[src/rtl/ram_wr_arbiter.sv]
// ram_wr_arbiter: two-requester write-port arbiter for a single-port RAM, with a
// built-in zero-fill sequence.
//
// Ports:
//   clk, rst_n          clock, asynchronous active-low reset
//   init_req            request to zero-fill the whole RAM
//   init_busy           zero-fill in progress
//   req0/addr0/data0    requester 0 write valid, address, data
//   gnt0                requester 0 owns the write port
//   req1/addr1/data1    requester 1 write valid, address, data
//   gnt1                requester 1 owns the write port
//   wr_en/wr_addr/wr_data  registered RAM write strobe, address, data
//
// A grant lasts up to maxb beats or until the owner drops its request. Every
// release is followed by one grant-free idle cycle. Contention is resolved by a
// round-robin pointer that always favours the requester that did not own last.
// Every output is a flop or a decode of the state register.
module ram_wr_arbiter #(
  parameter int unsigned n    = 16,
  parameter int unsigned w    = 4,
  parameter int unsigned maxb = 4
) (
  input  logic         clk,
  input  logic         rst_n,
  input  logic         init_req,
  output logic         init_busy,
  input  logic         req0,
  input  logic [w-1:0] addr0,
  input  logic [7:0]   data0,
  output logic         gnt0,
  input  logic         req1,
  input  logic [w-1:0] addr1,
  input  logic [7:0]   data1,
  output logic         gnt1,
  output logic         wr_en,
  output logic [w-1:0] wr_addr,
  output logic [7:0]   wr_data
);

  localparam int unsigned BcW = (maxb > 1) ? $clog2(maxb) : 1;

  localparam logic [BcW-1:0] BcLast   = BcW'(maxb - 1);
  localparam logic [BcW-1:0] BcOne    = BcW'(1);
  localparam logic [w-1:0]   FillLast = w'(n - 1);
  localparam logic [w-1:0]   FillOne  = w'(1);

  typedef enum logic [1:0] {
    StIdle,
    StOwn0,
    StOwn1,
    StInit
  } state_e;

  state_e         state_q;
  logic           rr_q;      // 0: requester 0 wins a tie, 1: requester 1 wins
  logic [BcW-1:0] bc_q;      // beats already taken in the current grant
  logic [w-1:0]   fill_q;    // address being issued by the zero-fill
  logic           wr_en_q;
  logic [w-1:0]   wr_addr_q;
  logic [7:0]     wr_data_q;

  // Request/payload of whichever requester currently owns the port.
  logic         own_req;
  logic [w-1:0] own_addr;
  logic [7:0]   own_data;

  always_comb begin
    own_req  = 1'b0;
    own_addr = addr0;
    own_data = data0;
    if (state_q == StOwn0) begin
      own_req = req0;
    end else if (state_q == StOwn1) begin
      own_req  = req1;
      own_addr = addr1;
      own_data = data1;
    end
  end

  always_ff @(posedge clk or negedge rst_n) begin
    if (!rst_n) begin
      state_q   <= StIdle;
      rr_q      <= 1'b0;
      bc_q      <= '0;
      fill_q    <= '0;
      wr_en_q   <= 1'b0;
      wr_addr_q <= '0;
      wr_data_q <= '0;
    end else begin
      wr_en_q <= 1'b0;
      case (state_q)
        StIdle: begin
          if (init_req) begin
            // The first fill write is issued in the first INIT cycle.
            state_q   <= StInit;
            fill_q    <= '0;
            wr_en_q   <= 1'b1;
            wr_addr_q <= '0;
            wr_data_q <= 8'h00;
          end else if (req0 && (!req1 || !rr_q)) begin
            state_q <= StOwn0;
          end else if (req1) begin
            state_q <= StOwn1;
          end
        end

        StOwn0, StOwn1: begin
          if (own_req) begin
            wr_en_q   <= 1'b1;
            wr_addr_q <= own_addr;
            wr_data_q <= own_data;
          end
          if (!own_req || (bc_q == BcLast)) begin
            // Release: hand priority to the other requester.
            state_q <= StIdle;
            bc_q    <= '0;
            rr_q    <= (state_q == StOwn0);
          end else begin
            bc_q <= bc_q + BcOne;
          end
        end

        StInit: begin
          if (fill_q == FillLast) begin
            // Counter parks at the last address; it is cleared on the next entry.
            state_q <= StIdle;
          end else begin
            fill_q    <= fill_q + FillOne;
            wr_en_q   <= 1'b1;
            wr_addr_q <= fill_q + FillOne;
            wr_data_q <= 8'h00;
          end
        end

        default: state_q <= StIdle;
      endcase
    end
  end

  assign gnt0      = (state_q == StOwn0);
  assign gnt1      = (state_q == StOwn1);
  assign init_busy = (state_q == StInit);
  assign wr_en     = wr_en_q;
  assign wr_addr   = wr_addr_q;
  assign wr_data   = wr_data_q;

endmodule

[config.mk]
export PLATFORM = sky130hd
export DESIGN_NAME = ram_wr_arbiter
export DESIGN_NICKNAME = d
export VERILOG_FILES = /design/src/rtl/ram_wr_arbiter.sv
export SDC_FILE = /design/constraint.sdc
export NUM_CORES = 1
export LEC_CHECK = 0
export CORE_UTILIZATION = 41
export DETAILED_ROUTE_END_ITERATION = 16
export PLACE_DENSITY = 0.78
export SYNTH_ARGS = -nofsm -noshare
export SYNTH_HDL_FRONTEND = slang
export SYNTH_SLANG_ARGS = --single-unit
[constraint.sdc]
create_clock -name clk -period 1.8 [get_ports clk]
set_input_delay 0.36 -clock clk [delete_from_list [all_inputs] [get_ports clk]]
set_output_delay 0.36 -clock clk [all_outputs]
set_load 0.02 [all_outputs]
After elaboration in Yosys (flattened, before gate mapping):

Index checks and enable logic that the tools add are counted.

* add/sub/neg operators: 2
* multipliers: 0
* divide/modulo/power cells: 0
* $lt $le $gt $ge: 0
* equality and inequality tests: 11
* shift-type cells: 0
* muxes and demuxes: 26
* bitwise operators: 0
* reduce and logical (&&, ||, !) cells: 13

Operators by type and width (number)
* 2-to-1 mux 8 bit: 5
* one-hot mux 8 bit (3 select lines): 1
* 2-to-1 mux 4 bit: 5
* 2-to-1 mux 2 bit: 6
* one-hot mux 4 bit (3 select lines): 1
* AND reduction 3 bit: 3
* inequality test 2 bit (second input constant): 4
* one-hot mux 4 bit (2 select lines): 1
* == test 2 bit (second input constant): 3
* one-hot mux 2 bit (3 select lines): 1
* 2-to-1 mux 1 bit: 5
* adder 4 x 1 -> 4 bit (second input constant): 1
* == test 4 bit (second input constant): 1
* inequality test 4 bit (second input constant): 1
* zero test 1 bit: 3
* one-hot mux 1 bit (3 select lines): 1
* adder 2 x 1 -> 2 bit (second input constant): 1
* == test 2 x 1 -> 1 bit (second input constant): 1
* zero test 2 bit: 1
* logical OR 1 bit: 2
* inequality test 2 x 1 -> 1 bit (second input constant): 1
* AND reduction 2 bit: 1
* nonzero test 2 bit: 1
* OR reduction 2 bit: 1
* logical AND 1 bit: 1

* flip-flop bits (word level): 22
* latch bits: 0
* memory bits (writable): 0
* bits in read-only memories: 0
* bits of input ports: 29
* output and inout port bits: 16
* word-level logic and storage cells: 59
* memories: 0

Longest topological paths before layout:

Gate-level depths: netlist of run 1.

* word-level depth: 7
* mapped depth: 8
* depth with buffers taken out: 6

Worst setup path before layout of run 1:

No wires, ideal clock.

* path type: register to register
* from: register state_q[1]
* to: register wr_addr_q[0], in the netlist wr_addr[0]
* library setup time: 0.121 ns
* arrival time: 1.854 ns
* required time: 1.679 ns
* slack: -0.175 ns
* stages on the path, launching flop included: 9
* buffers on the path: 2
* period minus slack after synthesis: 1.975 ns
* path through: dfrtp_1 -> inv_1 -> ha_1 -> nand2_1 -> and3_4 -> buf_6 -> or2_4 -> buf_6 -> a22o_1

* elaborated cells on any way between the ends: 15
* those cells by class: eq/ne: 6; mux: 6; reduce/logical: 3

RTL lines
* from (decl): RTL line 54 `state_e state_q;`
* from (signal assigned): RTL line 82 `state_q <= StIdle;`
* from (signal assigned): RTL line 95 `state_q <= StInit;`
* from (signal assigned): RTL line 101 `state_q <= StOwn0;`
* == test 2 x 1 -> 1 bit (*)
* named net gnt0: RTL line 30 `output logic gnt0,`
* 2-to-1 mux 4 bit, or another cell as far along: RTL line 71 `if (state_q == StOwn0) begin`
* 2-to-1 mux 4 bit or inequality test 2 bit (tied branches)
* one-hot mux 4 bit (3 select lines) or AND reduction 3 bit (tied branches)
* to (signal assigned): RTL line 110 `wr_addr_q <= own_addr;`
* to (signal assigned): RTL line 130 `wr_addr_q <= fill_q + FillOne;`
* to (decl): RTL line 59 `logic [w-1:0] wr_addr_q;`

The timed path passes the listed nets; every way through them passes the cells marked *. The select of a mux whose other input is x is not followed.
A chain may end at the register's enable or synchronous reset.

Worst setup path after layout of run 1:

* from: register state_q[0]
* to: register wr_addr_q[3], in the netlist wr_addr[3]

* longest elaborated chain between the ends: 5
* elaborated cells on any way between the ends: 15
* those cells by class: eq/ne: 6; mux: 6; reduce/logical: 3

RTL lines
* == test 2 bit: RTL line 73, 91
* 2-to-1 mux 4 bit or 2-to-1 mux 1 bit (tied branches): RTL line 73 `end else if (state_q == StOwn1) begin`
* 2-to-1 mux 4 bit or 2-to-1 mux 1 bit (tied branches): RTL line 71
* 2-to-1 mux 4 bit or inequality test 2 bit (tied branches)
* one-hot mux 4 bit (3 select lines) or AND reduction 3 bit (tied branches)

Parallel ways exist; a longest one is shown, timed or not. The select of a mux whose other input is x is not followed.

==> results.tsv, run 1 <==
stage	metric	value	unit
run_status	outcome	finished, final reports clean	
setup_path	cp-end-kind	register	
sta	max_slew_margin	82.0	%
setup_path	required	2030	ps
clock_network	path_clk_slew	130	ps
hold_path	hold_path.class	input port to async pin	
sta	skew	5.48	ps
sta	fin_crit_sh	97.7	%
power	vdd_drop_max	0.868	mV
placement	place.gp.congestion	0.733	
die	dieArea	3460	µm²
logic_synthesis	synth_most_common_cell	dfrtp_1	
grt	grt_pass1_wl	5230	µm
die	die_width	58.8	µm
clock_network	cts_tree	yes	
grt	grt_usage	20.3	%
sta	worst_pin_slew	263	ps
logic_synthesis	synthTopCellsByArea	dfrtp_1, mux2i_1, ha_1, o31ai_2, o21ai_0	
detailed_routing	drt_wl_total	3120	µm
detailed_routing	routedWlPerCell	14.2	µm
logic_synthesis	synth-edff-count	0	
setup_path	path_class	register to register	
clock_network	root_buffer	clkbuf_4	
final_layout	nets	214	
sta	layout_setup_ws	42.2	ps
grt	grt_max_degree	23	
setup_path	critPathMaxFanout	5	
die	core_area	3050	µm²
grt	grt-ovfl-total	0	
clock_network	clk_latency	320	ps
sta	hold_violations	0	
placement	placed_area	1900	µm²
placement	port_buffers	44	
clock_network	clock-sinks	22	
logic_synthesis	syn_area_per_cell	10.9	µm²
die	initial_core_util	43.3	%
die	die_y	58.8	µm
grt	antenna_found_initial	0	
final_layout	area_growth_syn_to_layout	49.0	%
final_layout	n_fill_cell	259	
grt	grt_pass1_vias	1181	
sta	finalCriticalPeriod	1760	ps
placement	dp_slack	-20.3	ps
sta	worst_hold_slack	374	ps
logic_synthesis	synth_fp_nets	158	
logic_synthesis	yosysSeqAreaShare	41.6	%
clock_network	cts_buffers	3	
logic_synthesis	ys.flop_type	dfrtp_1	
detailed_routing	via_per_inst	5.15	
power	p_per_area	1610	nW/µm²
sta	slew_violations	0	
logic_synthesis	netlist_area	1320	µm²
power	leakage	0.861	nW
logic_synthesis	synth_common_cells	dfrtp_1, mux2i_1, o21ai_0	
clock_network	ctsHtreeMaxLevel	1	
sta	grt_setup_unrepaired	no	
flow_run	cap_violations	0	
detailed_routing	vias	1134	
logic_synthesis	synth_top_area_cell	dfrtp_1	
detailed_routing	firstDrtPassIters	4	
logic_synthesis	async_reset_ff_share	100	%
final_layout	postLayoutCellArea	1970	µm²
detailed_routing	drc	0	
final_layout	drive_above_1_share	23.9	%
logic_synthesis	synth_cell_types	32	
logic_synthesis	synthCells	121	
sta	max_freq	569	MHz
clock_network	cts.path.max_buffers	2	
logic_synthesis	synth_seq_cells	22	
setup_path	start_kind	register	
setup_path	cp.arrival	1990	ps
logic_synthesis	ys_warn_count	0	
final_layout	diodes	0	
placement	dp_hpwl	2440	µm
sta	setup_viol	0	
detailed_routing	ant_nets	0	
detailed_routing	dr.first_iter.drc_count	18	
logic_synthesis	netlist.area_leader.share	41.6	%
die	rows	20	
die	pin_count	45	
-- per-stage QoR --
step	cells	util (%)	power [mW]	setup TNS, ps
floorplan	121	-	2.14	-24.6
global placement	214	62.1	2.68	-6.57
detailed placement	214	62.1	2.75	-65.7
CTS	219	64.1	3.15	-95.6
global route	220	64.5	3.40	0
finish	220	64.5	3.17	0
-- critical path, cell delays in order, from the launching register on --
cell and delay, ps:
dfrtp_1 410, buf_4 160, inv_4 100, ha_1 180, and2b_1 180, mux2i_1 300, o2bb2ai_1 130, a22o_1 200
-- logic make-up (layout without fill, tap and decap cells) --
logic type / count (synthesis) / in the layout / share of synthesized area [%]
AOI/OAI and AO/OA: 35 / 35 / 20.6
and+or+nand+nor: 26 / 26 / 11.4
DFF: 22 / 22 / 41.6
muxes: 17 / 17 / 13.1
buffers and inverters: 11 / 66 / 4.35
adders and majority gates: 8 / 8 / 7.57
xor gates and xnor gates: 2 / 2 / 1.32
-- timing repair --
action                                  CTS  global route
gates resized for setup                   6             7
endpoints found under the hold margin     0             0
setup buffers                             1             1
hold buffers                              0             0
endpoints found under the setup margin    3            16
pin swaps                                 0             0
-- per-layer routing --
metal / part of all wire, % / wire length (µm) / GRT usage (%) / up-vias
met1: 42 / 1320 / 23.4 / 535
met3: 5.3 / 165 / 4.62 / 8
met2: 50 / 1560 / 36.7 / 40
met5: 0 / 0 / 0 / -
li1: - / - / - / 551
met4: 2.4 / 75 / 6.80 / 0
-- registers in the layout, summed over array words and instances (netlist names) --
signal,flops
rr_q,1
bc_q,2
wr_addr,4
wr_data,8
wr_en,1
fill_q,4
state_q,2
-- worst paths after layout --
kind                                         from                endpoint  slack (ps)  cells after the start
hold reg to reg               bc_q[0]$_DFFE_PN0P_     bc_q[0]$_DFFE_PN0P_         510                      1
hold / removal                              rst_n  wr_data[7]$_DFFE_PN0P_         370                      2
min in group clk              bc_q[0]$_DFFE_PN0P_     bc_q[0]$_DFFE_PN0P_         510                      1
setup / recovery           state_q[0]$_DFFE_PN0P_  wr_addr[3]$_DFFE_PN0P_          40                      7
max in group asynchronous                   rst_n  state_q[1]$_DFFE_PN0P_        1180                      2
setup reg to reg           state_q[0]$_DFFE_PN0P_  wr_addr[3]$_DFFE_PN0P_          40                      7
-- layout by cell type, fill, tap and decap left out, types with 2 or more instances in the layout --
| master | count |
|---|---|
| a22o_1 | 4 |
| buf_4 | 14 |
| clkbuf_4 | 3 |
| clkdlybuf4s50_1 | 41 |
| dfrtp_1 | 21 |
| ha_1 | 4 |
| ha_4 | 3 |
| inv_1 | 2 |
| mux2_2 | 2 |
| mux2i_1 | 15 |
| nand2_1 | 11 |
| nand2b_1 | 3 |
| nand3_1 | 2 |
| nor3_1 | 2 |
| o21ai_0 | 15 |
| o2bb2ai_1 | 2 |
| o31ai_2 | 8 |
-- power breakdown --
group	switching (mW)	leakage, nW	internal (mW)
sequential	0.0950	0.290	0.660
clock	0.168	0.0279	0.225
combinational	1.05	0.543	0.967
total	1.31	0.861	1.85
-- area by class of cell --
| cell class | count | area, µm² | area share, % |
|---|---|---|---|
| Multi-Input combinational cell | 88 | 759 | 38.5 |
| Tap cell | 44 | 55.1 | 2.79 |
| Clock buffer | 3 | 22.5 | 1.14 |
| Sequential cell | 22 | 552 | 28.0 |
| Timing Repair Buffer | 58 | 534 | 27.1 |
| Clock inverter | 1 | 30.0 | 1.52 |
| Inverter | 4 | 17.5 | 0.889 |
Power figures use the tool's default switching activity.
==> run 2, diff against run 1 <==
--- a/config.mk
+++ b/config.mk
@@ -7,7 +7,8 @@
 export LEC_CHECK = 0
 export CORE_UTILIZATION = 41
 export DETAILED_ROUTE_END_ITERATION = 16
-export PLACE_DENSITY = 0.78
+export PLACE_DENSITY = 0.74
 export SYNTH_ARGS = -nofsm -noshare
 export SYNTH_HDL_FRONTEND = slang
 export SYNTH_SLANG_ARGS = --single-unit
+export TNS_END_PERCENT = 10
==> run 2 against run 1 <==
Against the previous run: die area is the same; highest routed layer unchanged; largest power group unchanged; global-route usage grew 0.69 points; critical path type unchanged; clock-buffer cell count is the same; setup slack gained 13 ps; largest cell class unchanged; critical path depth shrank 1; via count shrank 0.88%.
==> results.tsv, run 2 (same netlist as run 1, synthesis figures left out) <==
stage	metric	value	unit
run_status	outcome	finished, final reports clean	
final_layout	largest_reg_flops	8	
power	vdd_drop_max	0.948	mV
final_layout	area_growth_syn_to_layout	47.7	%
setup_path	required	2020	ps
grt	grt_pass1_wl	5400	µm
power	comb_power_share	63.3	%
power	swShare	41.9	%
die	rows	20	
final_layout	nets	213	
grt	use_met2	36.0	%
setup_path	critPathMaxStageDelay	450	ps
placement	dp_hpwl	2620	µm
final_layout	n_fill_cell	263	
final_layout	drive_above_1_share	23.4	%
clock_network	root_buffer	clkbuf_4	
clock_network	cts.path.max_buffers	2	
die	die_width	58.8	µm
placement	place.gp.congestion	0.804	
final_layout	layout_commonest_cell	clkdlybuf4s50_1	
detailed_routing	ant_nets	0	
final_layout	layout_common_cells	clkdlybuf4s50_1, dfrtp_1, o21ai_0, mux2i_1, buf_4	
clock_network	ctsHtreeMaxLevel	1	
sta	slew_violations	0	
setup_path	reg2reg_from	state_q[1]$_DFFE_PN0P_	
power	seqPwrFrac	24.5	%
clock_network	clock-sinks	22	
grt	antenna_found_initial	0	
detailed_routing	dr.first_iter.drc_count	20	
detailed_routing	drt_wl_total	3300	µm
power	finalPower	3.15	mW
sta	skew	5.02	ps
placement	port_buffers	44	
clock_network	cts_tree	yes	
detailed_routing	via_per_inst	5.13	
setup_path	cp_slowest_cell	dfrtp_1	
die	core_area	3050	µm²
grt	grt_max_degree	23	
setup_path	r2r-end	wr_addr[3]$_DFFE_PN0P_	
flow_run	cap_violations	0	
sta	worst_hold_slack	387	ps
setup_path	path_class	register to register	
final_layout	final_util	64.0	%
clock_network	hold_buffers	0	
detailed_routing	routedWlPerCell	15.1	µm
setup_path	critPathMaxFanout	12	
sta	fin_crit_sh	97.0	%
setup_path	worstPathCellList	inv_2 -> ha_4 -> nand3b_4 -> and3_4 -> or2_4 -> a22o_1	
clock_network	cts_buffers	3	
setup_path	cp-end-kind	register	
sta	max_freq	573	MHz
clock_network	clk_latency	310	ps
setup_path	start_kind	register	
sta	worst_pin_slew	288	ps
grt	grt_use_met3	3.30	%
grt	use_met1	26.0	%
placement	placed_area	1900	µm²
grt	gr-max-usage-layer	met2	
setup_path	rrSetupSlack	50	ps
final_layout	postLayoutCellArea	1950	µm²
detailed_routing	vias	1124	
die	dieArea	3460	µm²
power	p_int	1.83	mW
power	switchingPower	1.32	mW
final_layout	diodes	0	
detailed_routing	firstDrtPassIters	4	
sta	tns	0	ps
sta	max_slew_margin	80.8	%
setup_path	reg2regPathDepth	6	
sta	hold_violations	0	
die	pin_count	45	
grt	grt_usage	21.0	%
die	initial_core_util	43.3	%
grt	grt-ovfl-total	0	
clock_network	path_clk_slew	130	ps
power	p_per_area	1610	nW/µm²
power	leakage	0.854	nW
setup_path	cp.arrival	1960	ps
sta	setup_viol	0	
die	die_y	58.8	µm
grt	grt_pass1_vias	1189	
detailed_routing	drc	0	
power	clock_power_share	12.2	%
hold_path	hold_path.class	input port to async pin	
sta	finalCriticalPeriod	1750	ps
-- run 2: changes by cell type in the layout (fill, tap and decap cells not counted) --
cell,previous run,this run
ha_2,1,2
clkbuf_2,1,2
buf_2,1,0
buf_4,14,13
ha_4,3,2
-- run 2: final cells by class --
| class | count | area (µm²) | share of cell area, % |
|---|---|---|---|
| flip-flops and latches | 22 | 552 | 28.3 |
| well taps | 44 | 55.1 | 2.82 |
| multi-input cells | 88 | 749 | 38.4 |
| clock inverters | 1 | 30.0 | 1.54 |
| clock buffers | 3 | 22.5 | 1.15 |
| inverters | 4 | 17.5 | 0.897 |
| repair buffers | 57 | 527 | 27.0 |
-- run 2: through the flow --
step	setup slack [ps]	cells
after detailed placement	-48.2	215
final	54.9	219
after global placement	-10.1	215
after CTS	9.04	219
after global routing	-10.2	219
after floorplan	-12.3	121
-- run 2: how the worst max path moves through the flow --
stage	slack, ps	startpoint	endpoint
5_1_grt	-10	state_q[1]$_DFFE_PN0P_	wr_addr[3]$_DFFE_PN0P_
6_report	50	state_q[1]$_DFFE_PN0P_	wr_addr[3]$_DFFE_PN0P_
4_1_cts	9	state_q[0]$_DFFE_PN0P_	gnt1
3_3_place_gp	-10	req1	wr_addr[2]$_DFFE_PN0P_
3_5_place_dp	-50	req1	wr_addr[3]$_DFFE_PN0P_
2_1_floorplan	-10	state_q[0]$_DFFE_PN0P_	wr_addr[0]$_DFFE_PN0P_
-- run 2: power groups by stage --
stage / registers (mW) / logic [mW] / clock network [mW]
global placement: 0.764 / 1.93 / 0
finish: 0.771 / 2.00 / 0.386
global route: 0.791 / 2.17 / 0.405
floorplan: 0.868 / 1.27 / 0
CTS: 0.765 / 2.00 / 0.389
detailed placement: 0.776 / 2.01 / 0
-- run 2: layer usage --
metal  up-vias  wire [µm]
met1       524       1440
met5         -          0
met2        44       1580
met4         0         55
met3         6        216
li1        550          -
-- run 2: timing repair --
| item | CTS | global route |
|---|---|---|
| endpoints found under the setup margin | 3 | 12 |
| gates cloned | 0 | 0 |
| resized for setup | 4 | 7 |
| buffers inserted | 0 | 0 |
-- run 2: worst max-delay path, delay by kind of cell (launching register included) --
| family | cells | cell delay (ps) |
|---|---|---|
| compound gates | 1 | 260 |
| fa+ha+maj | 1 | 190 |
| buf+inv | 1 | 110 |
| flops | 1 | 450 |
| simple gates | 3 | 640 |
==> run 3, diff against run 2 <==
--- a/config.mk
+++ b/config.mk
@@ -8,6 +8,7 @@
 export CORE_UTILIZATION = 41
 export DETAILED_ROUTE_END_ITERATION = 16
 export PLACE_DENSITY = 0.74
+export REMOVE_ABC_BUFFERS = 1
 export SYNTH_ARGS = -nofsm -noshare
 export SYNTH_HDL_FRONTEND = slang
 export SYNTH_SLANG_ARGS = --single-unit
==> run 3 against run 2 <==
Against the previous run: the run now ends with DRC, setup timing left; largest power group unchanged; via count up 0.80%; first-iteration DRC count grew 35%; die area is the same; cell area rose by 0.32%; register-to-register slack got worse by 70 ps; largest cell class unchanged.
==> results.tsv, run 3 (same netlist as run 1, synthesis figures left out) <==
stage	metric	value	unit
flow_run	cap_violations	0	
power	comb_power_share	63.6	%
sta	max_slew_margin	81.2	%
run_status	failed_checks	DRC, setup timing	
clock_network	clock-sinks	22	
die	pin_count	45	
die	die_y	58.8	µm
grt	grt_max_degree	23	
final_layout	n_fill_cell	260	
clock_network	cts.path.max_buffers	2	
die	rows	20	
die	die_width	58.8	µm
power	swShare	41.7	%
setup_path	rrSetupSlack	-10	ps
final_layout	seq_area	551	µm²
grt	grt-ovfl-total	0	
clock_network	ctsHtreeMaxLevel	1	
power	seqPwrFrac	24.1	%
detailed_routing	drc	5	
detailed_routing	dr.first_iter.drc_count	27	
power	clock_power_share	12.3	%
final_layout	drive_above_1_share	22.3	%
setup_path	cp-end-kind	register	
power	p_int	1.83	mW
power	leakage	0.877	nW
die	initial_core_util	43.3	%
sta	worst_pin_slew	280	ps
detailed_routing	firstDrtPassIters	10	
sta	skew	9.39	ps
sta	tns	-33.6	ps
final_layout	layout_common_cells	clkdlybuf4s50_1, dfrtp_1, buf_4	
grt	use_met1	24.6	%
power	finalPower	3.14	mW
final_layout	multi_input_area	723	µm²
sta	hold_violations	0	
setup_path	start_kind	register	
power	p_per_area	1600	nW/µm²
placement	place.gp.congestion	0.874	
clock_network	root_buffer	clkbuf_4	
final_layout	diodes	0	
final_layout	final_util	64.2	%
sta	setup_viol	3	
setup_path	path_class	register to register	
power	switchingPower	1.31	mW
die	dieArea	3460	µm²
grt	antenna_found_initial	0	
grt	grt_use_met3	3.74	%
clock_network	cts_buffers	3	
detailed_routing	vias	1133	
run_status	outcome	finished, violations left	
clock_network	path_clk_slew	130	ps
setup_path	required	2020	ps
setup_path	critPathMaxFanout	12	
die	core_area	3050	µm²
final_layout	largest_reg_flops	8	
final_layout	area_growth_syn_to_layout	48.2	%
setup_path	cp.arrival	2040	ps
final_layout	nets	217	
detailed_routing	routedWlPerCell	14.9	µm
hold_path	hold_path.class	input port to async pin	
placement	port_buffers	44	
grt	grt_pass1_wl	5310	µm
clock_network	clk_latency	320	ps
detailed_routing	drt_wl_total	3320	µm
sta	fin_crit_sh	101	%
clock_network	cts_tree	yes	
placement	dp_slack	-67.8	ps
sta	grt_setup_unrepaired	yes	
grt	grt_pass1_vias	1183	
grt	use_met2	36.5	%
placement	dp_hpwl	2640	µm
sta	layout_setup_ws	-12.9	ps
clock_network	hold_buffers	0	
grt	grt_usage	20.1	%
detailed_routing	ant_nets	0	
detailed_routing	via_per_inst	5.08	
grt	gr-max-usage-layer	met2	
sta	slew_violations	0	
power	vdd_drop_max	0.843	mV
sta	max_freq	552	MHz
final_layout	layout_commonest_cell	clkdlybuf4s50_1	
sta	finalCriticalPeriod	1810	ps
[run 3: changes by cell type in the layout (fill, tap and decap cells not counted)]
cell | previous run | this run
nor3_2 | 0 | 1
inv_1 | 2 | 3
ha_1 | 4 | 7
dfrtp_1 | 21 | 22
nor3_1 | 2 | 1
dfrtp_2 | 1 | 0
ha_2 | 2 | 1
ha_4 | 2 | 0
clkdlybuf4s15_2 | 0 | 1
buf_4 | 13 | 17
clkbuf_2 | 2 | 1
a21oi_2 | 1 | 0
inv_4 | 1 | 0
a21oi_1 | 0 | 1
[run 3: layout make-up]
type | count | area share, %
flip-flops and latches | 22 | 28.1
multi-input cells | 88 | 36.9
well taps | 44 | 2.81
clock buffers | 3 | 1.15
inverters | 4 | 0.766
repair buffers | 61 | 28.7
clock inverters | 1 | 1.53
[run 3: worst paths after layout]
check / to / start / cells past startpoint
hold reg to reg: rr_q$_DFFE_PN0P_ / rr_q$_DFFE_PN0P_ / 1
max in group asynchronous: state_q[0]$_DFFE_PN0P_ / rst_n / 2
setup reg to reg: wr_addr[0]$_DFFE_PN0P_ / state_q[1]$_DFFE_PN0P_ / 6
hold / removal: wr_data[2]$_DFFE_PN0P_ / rst_n / 2
min in group clk: rr_q$_DFFE_PN0P_ / rr_q$_DFFE_PN0P_ / 1
setup / recovery: wr_addr[0]$_DFFE_PN0P_ / state_q[1]$_DFFE_PN0P_ / 6
[run 3: critical path: stages, from the launching register on]
cell     delay [ps]
dfrtp_1         420
inv_1            80
buf_4           140
ha_1            340
and3_4          190
or2_4           310
a22o_1          250
[run 3: metal layers]
| metal | vias up | wire (µm) |
|---|---|---|
| met5 | - | 0 |
| met4 | 0 | 11 |
| met3 | 2 | 207 |
| met2 | 36 | 1650 |
| met1 | 540 | 1450 |
| li1 | 555 | - |
[run 3: what timing repair did]
item,CTS,global route
setup buffers,0,1
resized for setup,6,5
endpoints found under the setup margin,3,18
[run 3: through the flow]
step           instance area [µm²]  std cells  hold WS [ps]
6_report                      1960        223           378
5_1_grt                       1960        223           397
4_1_cts                       1950        222           390
3_5_place_dp                  1900        218           492
3_3_place_gp                  1900        218           468
2_1_floorplan                 1280        114          64.4
[run 3: power by group through the flow]
stage	Clock (mW)	Sequential (mW)	Combinational (mW)
2_1_floorplan	0	0.858	1.09
3_3_place_gp	0	0.757	1.90
3_5_place_dp	0	0.769	1.97
4_1_cts	0.392	0.757	1.97
5_1_grt	0.412	0.777	2.15
6_report	0.388	0.758	2.00
